**src/rtl/telemetre_ultrason_if.sv**
```systemverilog
// Sensor pins and display/LED outputs of the ultrasonic ranging engine.
// master = ranging engine, slave = sensor/display side.
interface telemetre_ultrason_if #(
  parameter int DIST_W = 10
);
  logic              Echo;
  logic              Trig;
  logic [DIST_W-1:0] Distance;
  logic [3:0]        Centaine;
  logic [3:0]        Dizaine;
  logic [3:0]        Unite;
  logic              Valid;
  logic              Timeout;
  logic              CmdLED;

  modport master (
    input  Echo,
    output Trig, Distance, Centaine, Dizaine, Unite, Valid, Timeout, CmdLED
  );

  modport slave (
    output Echo,
    input  Trig, Distance, Centaine, Dizaine, Unite, Valid, Timeout, CmdLED
  );
endinterface

```
**src/rtl/telemetre_ultrason.sv**
```systemverilog
// Ultrasonic ranging engine: trigger, echo-width measurement, averaging, BCD and proximity LED.
// Define TELEMETRE_AVG_EN to build the 2**AVG_LOG2-deep averaging buffer; otherwise raw samples pass through.
module telemetre_ultrason #(
  parameter int DIST_W     = 10,
  parameter int TICK_DIV   = 2900,
  parameter int PERIOD_CYC = 2500000,
  parameter int TRIG_CYC   = 500,
  parameter int ECHO_WAIT  = 1500000,
  parameter int DIST_MAX   = 400,
  parameter int AVG_LOG2   = 2,
  parameter int THRESH     = 20,
  parameter int HYST       = 2
) (
  input logic                  Clk,
  input logic                  Rst_n,
  telemetre_ultrason_if.master bus
);

  localparam int CNT_MAX = (ECHO_WAIT > TRIG_CYC) ? ((ECHO_WAIT > DIST_W) ? ECHO_WAIT : DIST_W)
                                                  : ((TRIG_CYC > DIST_W) ? TRIG_CYC : DIST_W);
  localparam int CNT_W = $clog2(CNT_MAX + 1);
  localparam int PER_W = $clog2(PERIOD_CYC + 1);
  localparam int PRE_W = $clog2(TICK_DIV + 1);

  localparam logic [CNT_W-1:0]  TRIG_LAST = CNT_W'(TRIG_CYC - 1);
  localparam logic [CNT_W-1:0]  WAIT_LAST = CNT_W'(ECHO_WAIT - 1);
  localparam logic [CNT_W-1:0]  BCD_LAST  = CNT_W'(DIST_W - 1);
  localparam logic [PER_W-1:0]  PER_LAST  = PER_W'(PERIOD_CYC - 1);
  localparam logic [PRE_W-1:0]  TICK_LAST = PRE_W'(TICK_DIV - 1);
  localparam logic [DIST_W-1:0] SAMP_LAST = DIST_W'(DIST_MAX - 1);
  localparam logic [DIST_W-1:0] LED_ON    = DIST_W'(THRESH);
  localparam logic [DIST_W-1:0] LED_OFF   = DIST_W'(THRESH + HYST);

  if (DIST_W > 10) begin : g_dist_w_check
    $error("DIST_W must not exceed 10: only three BCD digits are produced");
  end

  typedef enum logic [2:0] {
    S_IDLE, S_TRIG, S_WAIT_ECHO, S_MEASURE, S_AVG, S_BCD, S_DONE
  } state_t;

  state_t            state, next_state;
  logic              to_flag;
  logic [CNT_W-1:0]  step_cnt;
  logic [PER_W-1:0]  per_cnt;
  logic              start_req;
  logic              echo_s1, echo_s2, echo_s3, echo_rise;
  logic [PRE_W-1:0]  prescale;
  logic              tick;
  logic [DIST_W-1:0] sample;
  logic [DIST_W-1:0] avg_result;
  logic [DIST_W-1:0] res_q;
  logic [DIST_W-1:0] bin_sh;
  logic [11:0]       bcd_sh, bcd_adj, bcd_next;
  logic              trig_q, valid_q, timeout_q, led_q;
  logic [DIST_W-1:0] dist_q;
  logic [3:0]        cen_q, diz_q, uni_q;

  always_ff @(posedge Clk or negedge Rst_n) begin
    if (!Rst_n) begin
      echo_s1 <= 1'b0;
      echo_s2 <= 1'b0;
      echo_s3 <= 1'b0;
    end else begin
      echo_s1 <= bus.Echo;
      echo_s2 <= echo_s1;
      echo_s3 <= echo_s2;
    end
  end

  // echo_s3 is the level the FSM measures; the rise is caught one stage earlier so it lines up.
  assign echo_rise = echo_s2 & ~echo_s3;
  assign start_req = (per_cnt == PER_LAST);
  assign tick      = (prescale == TICK_LAST);

  always_ff @(posedge Clk or negedge Rst_n) begin
    if (!Rst_n) begin
      per_cnt  <= '0;
      state    <= S_IDLE;
      step_cnt <= '0;
    end else begin
      per_cnt  <= start_req ? '0 : per_cnt + 1'b1;
      state    <= next_state;
      step_cnt <= (next_state != state) ? '0 : step_cnt + 1'b1;
    end
  end

  always_comb begin
    next_state = state;
    to_flag    = 1'b0;
    case (state)
      S_IDLE:      if (start_req) next_state = S_TRIG;
      S_TRIG:      if (step_cnt == TRIG_LAST) next_state = S_WAIT_ECHO;
      S_WAIT_ECHO: begin
        if (echo_rise) begin
          next_state = S_MEASURE;
        end else if (step_cnt == WAIT_LAST) begin
          next_state = S_DONE;
          to_flag    = 1'b1;
        end
      end
      S_MEASURE: begin
        if (!echo_s3) begin
          next_state = S_AVG;
        end else if (tick && sample == SAMP_LAST) begin
          next_state = S_DONE;
          to_flag    = 1'b1;
        end
      end
      S_AVG:       next_state = S_BCD;
      S_BCD:       if (step_cnt == BCD_LAST) next_state = S_DONE;
      S_DONE:      next_state = S_IDLE;
      default:     next_state = S_IDLE;
    endcase
  end

`ifdef TELEMETRE_AVG_EN
  localparam int DEPTH = 1 << AVG_LOG2;
  localparam int PTR_W = (AVG_LOG2 > 0) ? AVG_LOG2 : 1;
  localparam int SUM_W = DIST_W + AVG_LOG2;

  logic [DIST_W-1:0] avg_buf [DEPTH];
  logic [PTR_W-1:0]  wr_ptr;
  logic [SUM_W-1:0]  avg_sum, sum_next;
  logic              buf_full;

  // The first sample after reset fills every slot so the average starts at that sample.
  always_comb begin
    if (buf_full) sum_next = avg_sum - SUM_W'(avg_buf[wr_ptr]) + SUM_W'(sample);
    else          sum_next = SUM_W'(sample) << AVG_LOG2;
    avg_result = DIST_W'(sum_next >> AVG_LOG2);
  end

  always_ff @(posedge Clk or negedge Rst_n) begin
    if (!Rst_n) begin
      wr_ptr   <= '0;
      avg_sum  <= '0;
      buf_full <= 1'b0;
    end else if (state == S_AVG) begin
      avg_sum  <= sum_next;
      buf_full <= 1'b1;
      if (buf_full) wr_ptr <= (wr_ptr == PTR_W'(DEPTH - 1)) ? '0 : wr_ptr + 1'b1;
    end
  end

  always_ff @(posedge Clk) begin
    if (state == S_AVG) begin
      for (int i = 0; i < DEPTH; i++) begin
        if (!buf_full || PTR_W'(i) == wr_ptr) avg_buf[i] <= sample;
      end
    end
  end
`else
  if (AVG_LOG2 < 0) begin : g_avg_log2_check
    $error("AVG_LOG2 must not be negative");
  end

  assign avg_result = sample;
`endif

  always_comb begin
    bcd_adj = bcd_sh;
    for (int d = 0; d < 3; d++) begin
      if (bcd_sh[4*d +: 4] >= 4'd5) bcd_adj[4*d +: 4] = bcd_sh[4*d +: 4] + 4'd3;
    end
  end

  assign bcd_next = {bcd_adj[10:0], bin_sh[DIST_W-1]};

  // bcd_adj[11] is rotated into the spent end of bin_sh; it never reaches the MSB within DIST_W shifts.
  always_ff @(posedge Clk or negedge Rst_n) begin
    if (!Rst_n) begin
      prescale  <= '0;
      sample    <= '0;
      res_q     <= '0;
      bin_sh    <= '0;
      bcd_sh    <= '0;
      trig_q    <= 1'b0;
      valid_q   <= 1'b0;
      timeout_q <= 1'b0;
      led_q     <= 1'b0;
      dist_q    <= '0;
      cen_q     <= '0;
      diz_q     <= '0;
      uni_q     <= '0;
    end else begin
      trig_q  <= (next_state == S_TRIG);
      valid_q <= (next_state == S_DONE);

      if (state == S_WAIT_ECHO) begin
        prescale <= '0;
        sample   <= '0;
      end else if (state == S_MEASURE && echo_s3) begin
        if (tick) begin
          prescale <= '0;
          sample   <= sample + 1'b1;
        end else begin
          prescale <= prescale + 1'b1;
        end
      end

      if (state == S_AVG) begin
        res_q  <= avg_result;
        bin_sh <= avg_result;
        bcd_sh <= '0;
      end else if (state == S_BCD) begin
        bcd_sh <= bcd_next;
        bin_sh <= {bin_sh[DIST_W-2:0], bcd_adj[11]};
      end

      if (next_state == S_DONE) begin
        if (to_flag) begin
          timeout_q <= 1'b1;
        end else begin
          timeout_q <= 1'b0;
          dist_q    <= res_q;
          {cen_q, diz_q, uni_q} <= bcd_next;
          if (res_q < LED_ON)        led_q <= 1'b1;
          else if (res_q >= LED_OFF) led_q <= 1'b0;
        end
      end
    end
  end

  assign bus.Trig     = trig_q;
  assign bus.Valid    = valid_q;
  assign bus.Timeout  = timeout_q;
  assign bus.CmdLED   = led_q;
  assign bus.Distance = dist_q;
  assign bus.Centaine = cen_q;
  assign bus.Dizaine  = diz_q;
  assign bus.Unite    = uni_q;

endmodule

```
**src/flat_wrapper.sv**
```systemverilog
// flat-port wrapper written by rule: the top's interface ports become plain ports
module telemetre_ultrason_flat 
#(
  parameter int DIST_W     = 10,
  parameter int TICK_DIV   = 2900,
  parameter int PERIOD_CYC = 2500000,
  parameter int TRIG_CYC   = 500,
  parameter int ECHO_WAIT  = 1500000,
  parameter int DIST_MAX   = 400,
  parameter int AVG_LOG2   = 2,
  parameter int THRESH     = 20,
  parameter int HYST       = 2
)
  (Clk, Rst_n, bus_Echo, bus_Trig, bus_Distance, bus_Centaine, bus_Dizaine, bus_Unite, bus_Valid, bus_Timeout, bus_CmdLED);
  telemetre_ultrason_if #(.DIST_W(DIST_W)) bus_i ();
  input logic Clk;
  input logic Rst_n;
  input wire logic [$bits(bus_i.Echo)-1:0] bus_Echo;
  output wire logic [$bits(bus_i.Trig)-1:0] bus_Trig;
  output wire logic [$bits(bus_i.Distance)-1:0] bus_Distance;
  output wire logic [$bits(bus_i.Centaine)-1:0] bus_Centaine;
  output wire logic [$bits(bus_i.Dizaine)-1:0] bus_Dizaine;
  output wire logic [$bits(bus_i.Unite)-1:0] bus_Unite;
  output wire logic [$bits(bus_i.Valid)-1:0] bus_Valid;
  output wire logic [$bits(bus_i.Timeout)-1:0] bus_Timeout;
  output wire logic [$bits(bus_i.CmdLED)-1:0] bus_CmdLED;
  assign bus_i.Echo = bus_Echo;
  assign bus_Trig = bus_i.Trig;
  assign bus_Distance = bus_i.Distance;
  assign bus_Centaine = bus_i.Centaine;
  assign bus_Dizaine = bus_i.Dizaine;
  assign bus_Unite = bus_i.Unite;
  assign bus_Valid = bus_i.Valid;
  assign bus_Timeout = bus_i.Timeout;
  assign bus_CmdLED = bus_i.CmdLED;
  telemetre_ultrason #(.DIST_W(DIST_W), .TICK_DIV(TICK_DIV), .PERIOD_CYC(PERIOD_CYC), .TRIG_CYC(TRIG_CYC), .ECHO_WAIT(ECHO_WAIT), .DIST_MAX(DIST_MAX), .AVG_LOG2(AVG_LOG2), .THRESH(THRESH), .HYST(HYST)) u_core (.Clk(Clk), .Rst_n(Rst_n), .bus(bus_i));
endmodule
```
**config.mk**
```make
export PLATFORM = sky130hd
export DESIGN_NAME = telemetre_ultrason_flat
export DESIGN_NICKNAME = d
export VERILOG_FILES = /design/src/rtl/telemetre_ultrason_if.sv /design/src/rtl/telemetre_ultrason.sv /design/src/flat_wrapper.sv
export SDC_FILE = /design/constraint.sdc
export NUM_CORES = 1
export LEC_CHECK = 0
export ABC_CLOCK_PERIOD_IN_PS = 3650
export CAP_MARGIN = 10
export CORE_AREA = 2 2 106 108
export DETAILED_ROUTE_END_ITERATION = 10
export DIE_AREA = 0 0 108 110
export DONT_BUFFER_PORTS = 1
export PLACE_DENSITY = 0.82
export SETUP_SLACK_MARGIN = 0.05
export SLEW_MARGIN = 10
export SYNTH_ARGS = -nofsm -noshare
export SYNTH_HDL_FRONTEND = slang
export SYNTH_SLANG_ARGS = --single-unit
```
**constraint.sdc**
```tcl
create_clock -name Clk -period 3.65 [get_ports Clk]
set_clock_uncertainty 0.05 [all_clocks]
set_input_delay 0.73 -clock Clk [delete_from_list [all_inputs] [get_ports Clk]]
set_output_delay 0.73 -clock Clk [all_outputs]
set_load 0.1 [all_outputs]
```
==> results of run 1 <==
==> power by group through the flow <==
| stage | clock network (uW) | registers (uW) | logic [uW] |
|---|---|---|---|
| final | 1760 | 1430 | 1.11 |
| after global routing | 1850 | 1430 | 1.24 |
| after CTS | 1790 | 1430 | 1.10 |
| after detailed placement | 0 | 1460 | 1.09 |
| after global placement | 0 | 1460 | 1.06 |
| after floorplan | 0 | 1460 | 0.996 |
==> layout make-up <==
cell class	instances	area (sq um)	share of cell area
multi-input cells	444	2860	0.410
well taps	140	175	0.0251
inverters	14	52.6	0.00752
repair buffers	7	52.6	0.00752
clock inverters	13	186	0.0267
flip-flops and latches	129	3230	0.462
clock buffers	18	428	0.0612
==> critical path, cell delays in order, from the launching register on <==
cell	delay (ns)
dfrtp_1	0.48
ha_1	0.29
nor4bb_1	0.23
nand3_1	0.13
o211a_1	0.22
or3_2	0.51
o21ai_2	0.08
buf_4	0.33
nor3b_1	0.10
==> Yosys cell counts (2+ instances only) <==
| cell type | number |
|---|---|
| xor2_1 | 33 |
| or3_1 | 4 |
| dfrtp_1 | 129 |
| nor2b_1 | 3 |
| o21ai_1 | 9 |
| clkbuf_1 | 13 |
| mux2_2 | 11 |
| nor3b_1 | 7 |
| or4_1 | 2 |
| o21ai_0 | 30 |
| xnor2_1 | 25 |
| o22ai_1 | 2 |
| a31oi_1 | 5 |
| nand2b_1 | 6 |
| or4_4 | 2 |
| mux2i_1 | 10 |
| a32o_1 | 2 |
| buf_6 | 4 |
| nor3_1 | 13 |
| nand4_1 | 18 |
| inv_1 | 13 |
| nand3_1 | 24 |
| and3_1 | 5 |
| or2_2 | 2 |
| nor4_2 | 2 |
| and4_1 | 6 |
| nor4_1 | 2 |
| nor3_2 | 20 |
| nor2_1 | 51 |
| nor4bb_1 | 2 |
| a21oi_1 | 14 |
| nand2_1 | 99 |
| buf_1 | 2 |
| ha_1 | 11 |
==> flip-flops by register name, indices dropped and copies added (netlist names), 10 cells and up <==
name,count
u_core.bcd_sh,12
u_core.prescale,12
u_core.res_q,10
u_core.bin_sh,10
u_core.bus.Distance,10
u_core.per_cnt,22
u_core.step_cnt,21
u_core.avg_result,10
==> routing by layer <==
layer  vias to the layer above  wire, microns
met5                         -              0
met4                         0            269
met3                        29            682
met2                       120           6330
met1                      2220           5670
li1                       2129              -
==> kinds of logic (layout without fill, tap and decap cells) <==
logic type	after synthesis	count (layout)
fa+ha+maj	11	11
flops	129	129
xor+xnor	59	59
buf+inv	34	52
compound gates	74	74
mux	21	21
simple gates	279	279
==> per-stage QoR <==
stage	power, uW	utilization
after global routing	3290	0.653
after floorplan	1460	-
final	3200	0.653
after CTS	3220	0.653
after detailed placement	1460	0.596
after global placement	1460	0.596
==> worst min-delay path by stage <==
stage	startpoint	to	cells after the start
2_1_floorplan	u_core.echo_s1	u_core.echo_s2	0
3_3_place_gp	u_core.echo_s1	u_core.echo_s2	0
3_5_place_dp	u_core.echo_s1	u_core.echo_s2	0
4_1_cts	Rst_n	u_core.bcd_sh[11]	0
5_1_grt	Rst_n	u_core.bus.Dizaine[2]	0
6_report	Rst_n	u_core.bus.Trig	0
==> results_dict.tcl, run 1 <==
set metrics [dict create \
    run_status "complete, but fails checks" \
    violations "negative hold slack" \
    number_of_buffers_created_by_cts 17 \
    synth_xor_xnor_area_share 0.0839 \
    ff2ff_setup_slack_ns 1.09 \
    leakagePower_uw 0.00314 \
    postSynth.topFlopCell "dfrtp_1" \
    setup.worst_path.start "u_core.avg_result[1]" \
    num-fill-cells 794 \
    fp.coreArea_sq_um 10700 \
    critPathLaunchType "flop" \
    launch_instance_of_the_worst_register_to_register_path "u_core.avg_result[1]" \
    r2r_worst_path_depth 8 \
    total_clock_sinks 129 \
    postSynth.asyncResetShare 1.00 \
    cellInternalPower_uw 2560 \
    first_global_vias 4487 \
    finalHoldWorstSlack_ns -0.164 \
    timing_worst_setup_path_type "flop to flop" \
    synth-seq-area-share 0.516 \
    number_of_setup_buffers_added_after_cts 0 \
    synthesis.nets 621 \
    finalSetupViolations 0 \
    place_congestion 0.901 \
    period_utilization 0.702 \
    die_area_sq_um 11900 \
    final-hold-violation-count 129 \
    share_of_layout_cells_above_drive_strength_1 0.141 \
    post-dp-hpwl_microns 8480 \
    synth.avg_cell_area_sq_um 10.3 \
    layout_common_cells "dfrtp_1, nand2_1, nor2_1" \
    post-place-cells 734 \
    root_buffer "clkbuf_8" \
    synth_largest_area_cell "dfrtp_1" \
    fmaxAchievable_mhz 390 \
    grt_setup_unrepaired "no" \
    final_common_cell "dfrtp_1" \
    netSwitchingFraction 0.201 \
    flow.area_growth_from_synthesis_pct 11.8 \
    critPathRequiredTime_ns 4.01 \
    layout_net_count 627 \
    synth_compound_gate_area_share 0.0725 \
    clockBufferDepth 2 \
    gr-usage-met1 0.306 \
    dr.pass1.iters 6 \
    vdd_drop_max_v 0.000328 \
    worst_r2r_endpoint "u_core.step_cnt[9]" \
    max_slew_margin 0.375 \
    ctsResizeCount 0 \
    synth.lib_cells_used.distinct 60 \
    max_cap_violations 0 \
    synth_mux_area_frac 0.0358 \
    grt.total_usage 0.236 \
    maximum_number_of_pins_on_one_net_before_global_route_repair 130 \
    instances_no_fill 765 \
    detail-route-antenna-nets 0 \
    grt_util_met2 0.372 \
    placement.io_buffers 0 \
    part_of_the_total_power_dissipated_in_the_clock_network 0.551 \
    dpl-instance-area_sq_um 6370 \
    setup_total_negative_slack_ns 0 \
    worst-path-max-fanout 21 \
    transition_at_the_pin_with_the_smallest_max_transition_slack_ns 0.937 \
    syn-instance-count 607 \
    vias_per_inst 5.88 \
    yosys.area.top_type_share 0.516 \
    finalWorstSetupSlack_ns 1.09 \
    fp.dieH_microns 110 \
    cts.htree.levels 4 \
    clk-insertion-delay-late_ns 0.55 \
    drt_iter0_markers 357 \
    synth_seq_cells 129 \
    postRouteWirelength_microns 12900 \
    antenna_violations_before_repair 0 \
    yosysWarnings 0 \
    pre_cts_slack_ns 1.09 \
    global_route_hottest_layer "met2" \
    tritoncts "built" \
    clk_pin_slew_worst_paths_ns 0.06 \
    synth_enable_flop_cells 0 \
    diode_insertion_count_for_antenna_repair 0 \
    synth-adder-area-share 0.0220 \
    p_seq_frac 0.448 \
    post-route-drc-count 0 \
    route.vias.total 4498 \
    wl_per_cell_microns 16.9 \
    num_rows 38 \
    fin_crit_ns 2.56 \
    p_per_area_nw_per_um2 458 \
    dieWidth_microns 108 \
    end_kind "flop" \
    synth_top_family_by_area "simple AND/OR/NAND/NOR gates" \
    synth_area_sq_um 6250 \
    p_switching_uw 642 \
    global_route_wire_length_before_repair_microns 21500 \
    globalRouteOverflowTotal 0 \
    slew_violations 0 \
    critPathArrivalTime_ns 2.92 \
    initial_utilization 0.584 \
    holdCritPathClass "input port to asynchronous set/reset pin" \
    floorplan.io_pins 29 \
    cells_taking_the_most_area_after_synthesis "dfrtp_1, nand2_1, xor2_1, xnor2_1, nor3_2" \
    worstSetupEndpoint "u_core.step_cnt[9]" \
    met3_usage 0.0723 \
    p_comb_frac 0 \
    layout.cell_area.non_filler_sq_um 6990 \
    synthSimpleGateAreaFrac 0.244 \
]
No activity file was read; power rests on OpenSTA's default activity.
==> inputs of run 2 (changes only) <==
ABC_CLOCK_PERIOD_IN_PS = 2300   (was 3650)
CORE_AREA = 2 2 108 110   (was 2 2 106 108)
DIE_AREA = 0 0 110 112   (was 0 0 108 110)
clock period = 2.3 ns   (was 3.65 ns; I/O delays follow)
==> run 2 against run 1 <==
Non-clock buffer count rose by 68; utilization up 2.0 points; hold slack got worse by 0.14 ns; fmax is 12% higher; the flow still finishes with violations (negative hold slack); critical path depth is 1 higher; die area rose by 3.7%; wire length increased by 11%; global-route usage grew 0.42 points; largest power group unchanged.
==> results_dict.tcl, run 2 (synthesis gave the netlist of run 1 again) <==
set metrics [dict create \
    globalRouteOverflowTotal 0 \
    fmaxAchievable_mhz 437 \
    final-hold-violation-count 129 \
    post-route-drc-count 0 \
    place_congestion 0.882 \
    end_kind "flop" \
    holdCritPathClass "input port to asynchronous set/reset pin" \
    maximum_number_of_pins_on_one_net_before_global_route_repair 130 \
    p_total_uw 4680 \
    number_of_buffers_created_by_cts 17 \
    multi_input_combinational_cell_area_sq_um 2910 \
    cts.htree.levels 4 \
    transition_at_the_pin_with_the_smallest_max_transition_slack_ns 0.911 \
    wl_per_cell_microns 17.3 \
    finalHoldWorstSlack_ns -0.306 \
    final_common_cell "dfrtp_1" \
    grt.total_usage 0.240 \
    critPathLaunchType "flop" \
    placement.io_buffers 0 \
    setup_total_negative_slack_ns 0 \
    slew_violations 0 \
    first_global_vias 4835 \
    dr.pass1.iters 5 \
    global_route_wire_length_before_repair_microns 22800 \
    num_rows 39 \
    tritoncts "built" \
    clk_pin_slew_worst_paths_ns 0.05 \
    fp.dieH_microns 112 \
    route.vias.total 4865 \
    share_of_layout_cells_above_drive_strength_1 0.229 \
    clk-insertion-delay-late_ns 0.42 \
    finalSetupViolations 0 \
    critPathRequiredTime_ns 2.55 \
    leakagePower_uw 0.00350 \
    p_per_area_nw_per_um2 622 \
    post-dp-hpwl_microns 8690 \
    layout_top_registers "u_core.per_cnt (22), u_core.step_cnt (21)" \
    register_area_sq_um 3230 \
    period_utilization 0.996 \
    vdd_drop_max_v 0.000537 \
    worst-path-max-fanout 5 \
    critPathArrivalTime_ns 2.54 \
    vias_per_inst 5.83 \
    fin_crit_ns 2.29 \
    number_of_flip_flops_under_the_largest_register_name 22 \
    violations "negative hold slack" \
    flow.area_growth_from_synthesis_pct 20.4 \
    fp.coreArea_sq_um 11200 \
    max_cap_violations 0 \
    max_slew_margin 0.393 \
    layout_net_count 695 \
    regMostFlops "u_core.per_cnt" \
    run_status "complete, but fails checks" \
    num-fill-cells 782 \
    grt_setup_unrepaired "yes" \
    floorplan.io_pins 29 \
    timing_worst_setup_path_type "flop to flop" \
    postRouteWirelength_microns 14400 \
    clockBufferDepth 2 \
    initial_utilization 0.559 \
    root_buffer "clkbuf_16" \
    total_clock_sinks 129 \
    diode_insertion_count_for_antenna_repair 0 \
    detail-route-antenna-nets 0 \
    die_area_sq_um 12300 \
    antenna_violations_before_repair 0 \
    dieWidth_microns 110 \
    layout_common_cells "dfrtp_1, nand2_1, buf_4" \
    drt_iter0_markers 428 \
]
-- run 2: area by class of cell --
class	instances	area share
inverters	14	0.00698
repair buffers	75	0.0841
well taps	143	0.0238
clock inverters	7	0.00848
multi-input cells	444	0.387
clock buffers	22	0.0604
flip-flops and latches	129	0.429
-- run 2: power breakdown --
| part | switching [uW] | internal [uW] | leakage (uW) |
|---|---|---|---|
| registers | 2.24 | 2270 | 0.00177 |
| clock network | 916 | 1480 | 0.000259 |
| logic | 1.27 | 0.879 | 0.00147 |
-- run 2: timing repair --
action / 4_1_cts / 5_1_grt
endpoints found under the hold margin: 129 / 129
setup endpoints to repair: 21 / 28
gates resized for setup: 3 / 10
pin swaps: 1 / 6
gates cloned: 0 / 2
setup buffers: 4 / 12
-- run 2: per-stage QoR --
| stage | utilization | hold WS (ns) | setup WS (ns) | std cells | instance area [sq um] |
|---|---|---|---|---|---|
| 3_3_place_gp | 0.608 | 0.121 | 0.114 | 787 | 6790 |
| 3_5_place_dp | 0.608 | 0.120 | 0.00904 | 787 | 6790 |
| 4_1_cts | 0.658 | -0.323 | 0.0357 | 820 | 7350 |
| 6_report | 0.673 | -0.306 | 0.0100 | 834 | 7520 |
| 5_1_grt | 0.673 | -0.329 | -0.0724 | 834 | 7520 |
| 2_1_floorplan | - | 0.114 | 0.132 | 607 | 6250 |
-- run 2: worst paths after layout --
path / from / cells past startpoint / slack (ns) / endpoint
max: u_core.step_cnt[12] / 9 / 0.01 / u_core.step_cnt[12]
max in group asynchronous: Rst_n / 0 / 2.26 / u_core.echo_s3
max reg2reg: u_core.step_cnt[12] / 9 / 0.01 / u_core.step_cnt[12]
min reg2reg: u_core.echo_s1 / 0 / 0.29 / u_core.echo_s2
min: Rst_n / 0 / -0.31 / u_core.per_cnt[9]
min in group Clk: bus_Echo / 0 / 0.02 / u_core.echo_s1
-- run 2: metal layers --
metal | vias up | routed length [microns] | global-route usage
met4 | 0 | 332 | 0.102
li1 | 2265 | - | -
met5 | - | 0 | 0
met2 | 135 | 7450 | 0.386
met1 | 2429 | 5960 | 0.304
met3 | 36 | 674 | 0.0667
-- run 2: worst max-delay path, stage by stage, from the launching register on --
cell and delay, ns:
dfrtp_1 0.37, or4_4 0.54, nand4b_4 0.23, buf_6 0.18, nor3_4 0.21, nor3_2 0.08
o21ai_2 0.16, buf_4 0.16, clkbuf_16 0.15, nor3_2 0.04
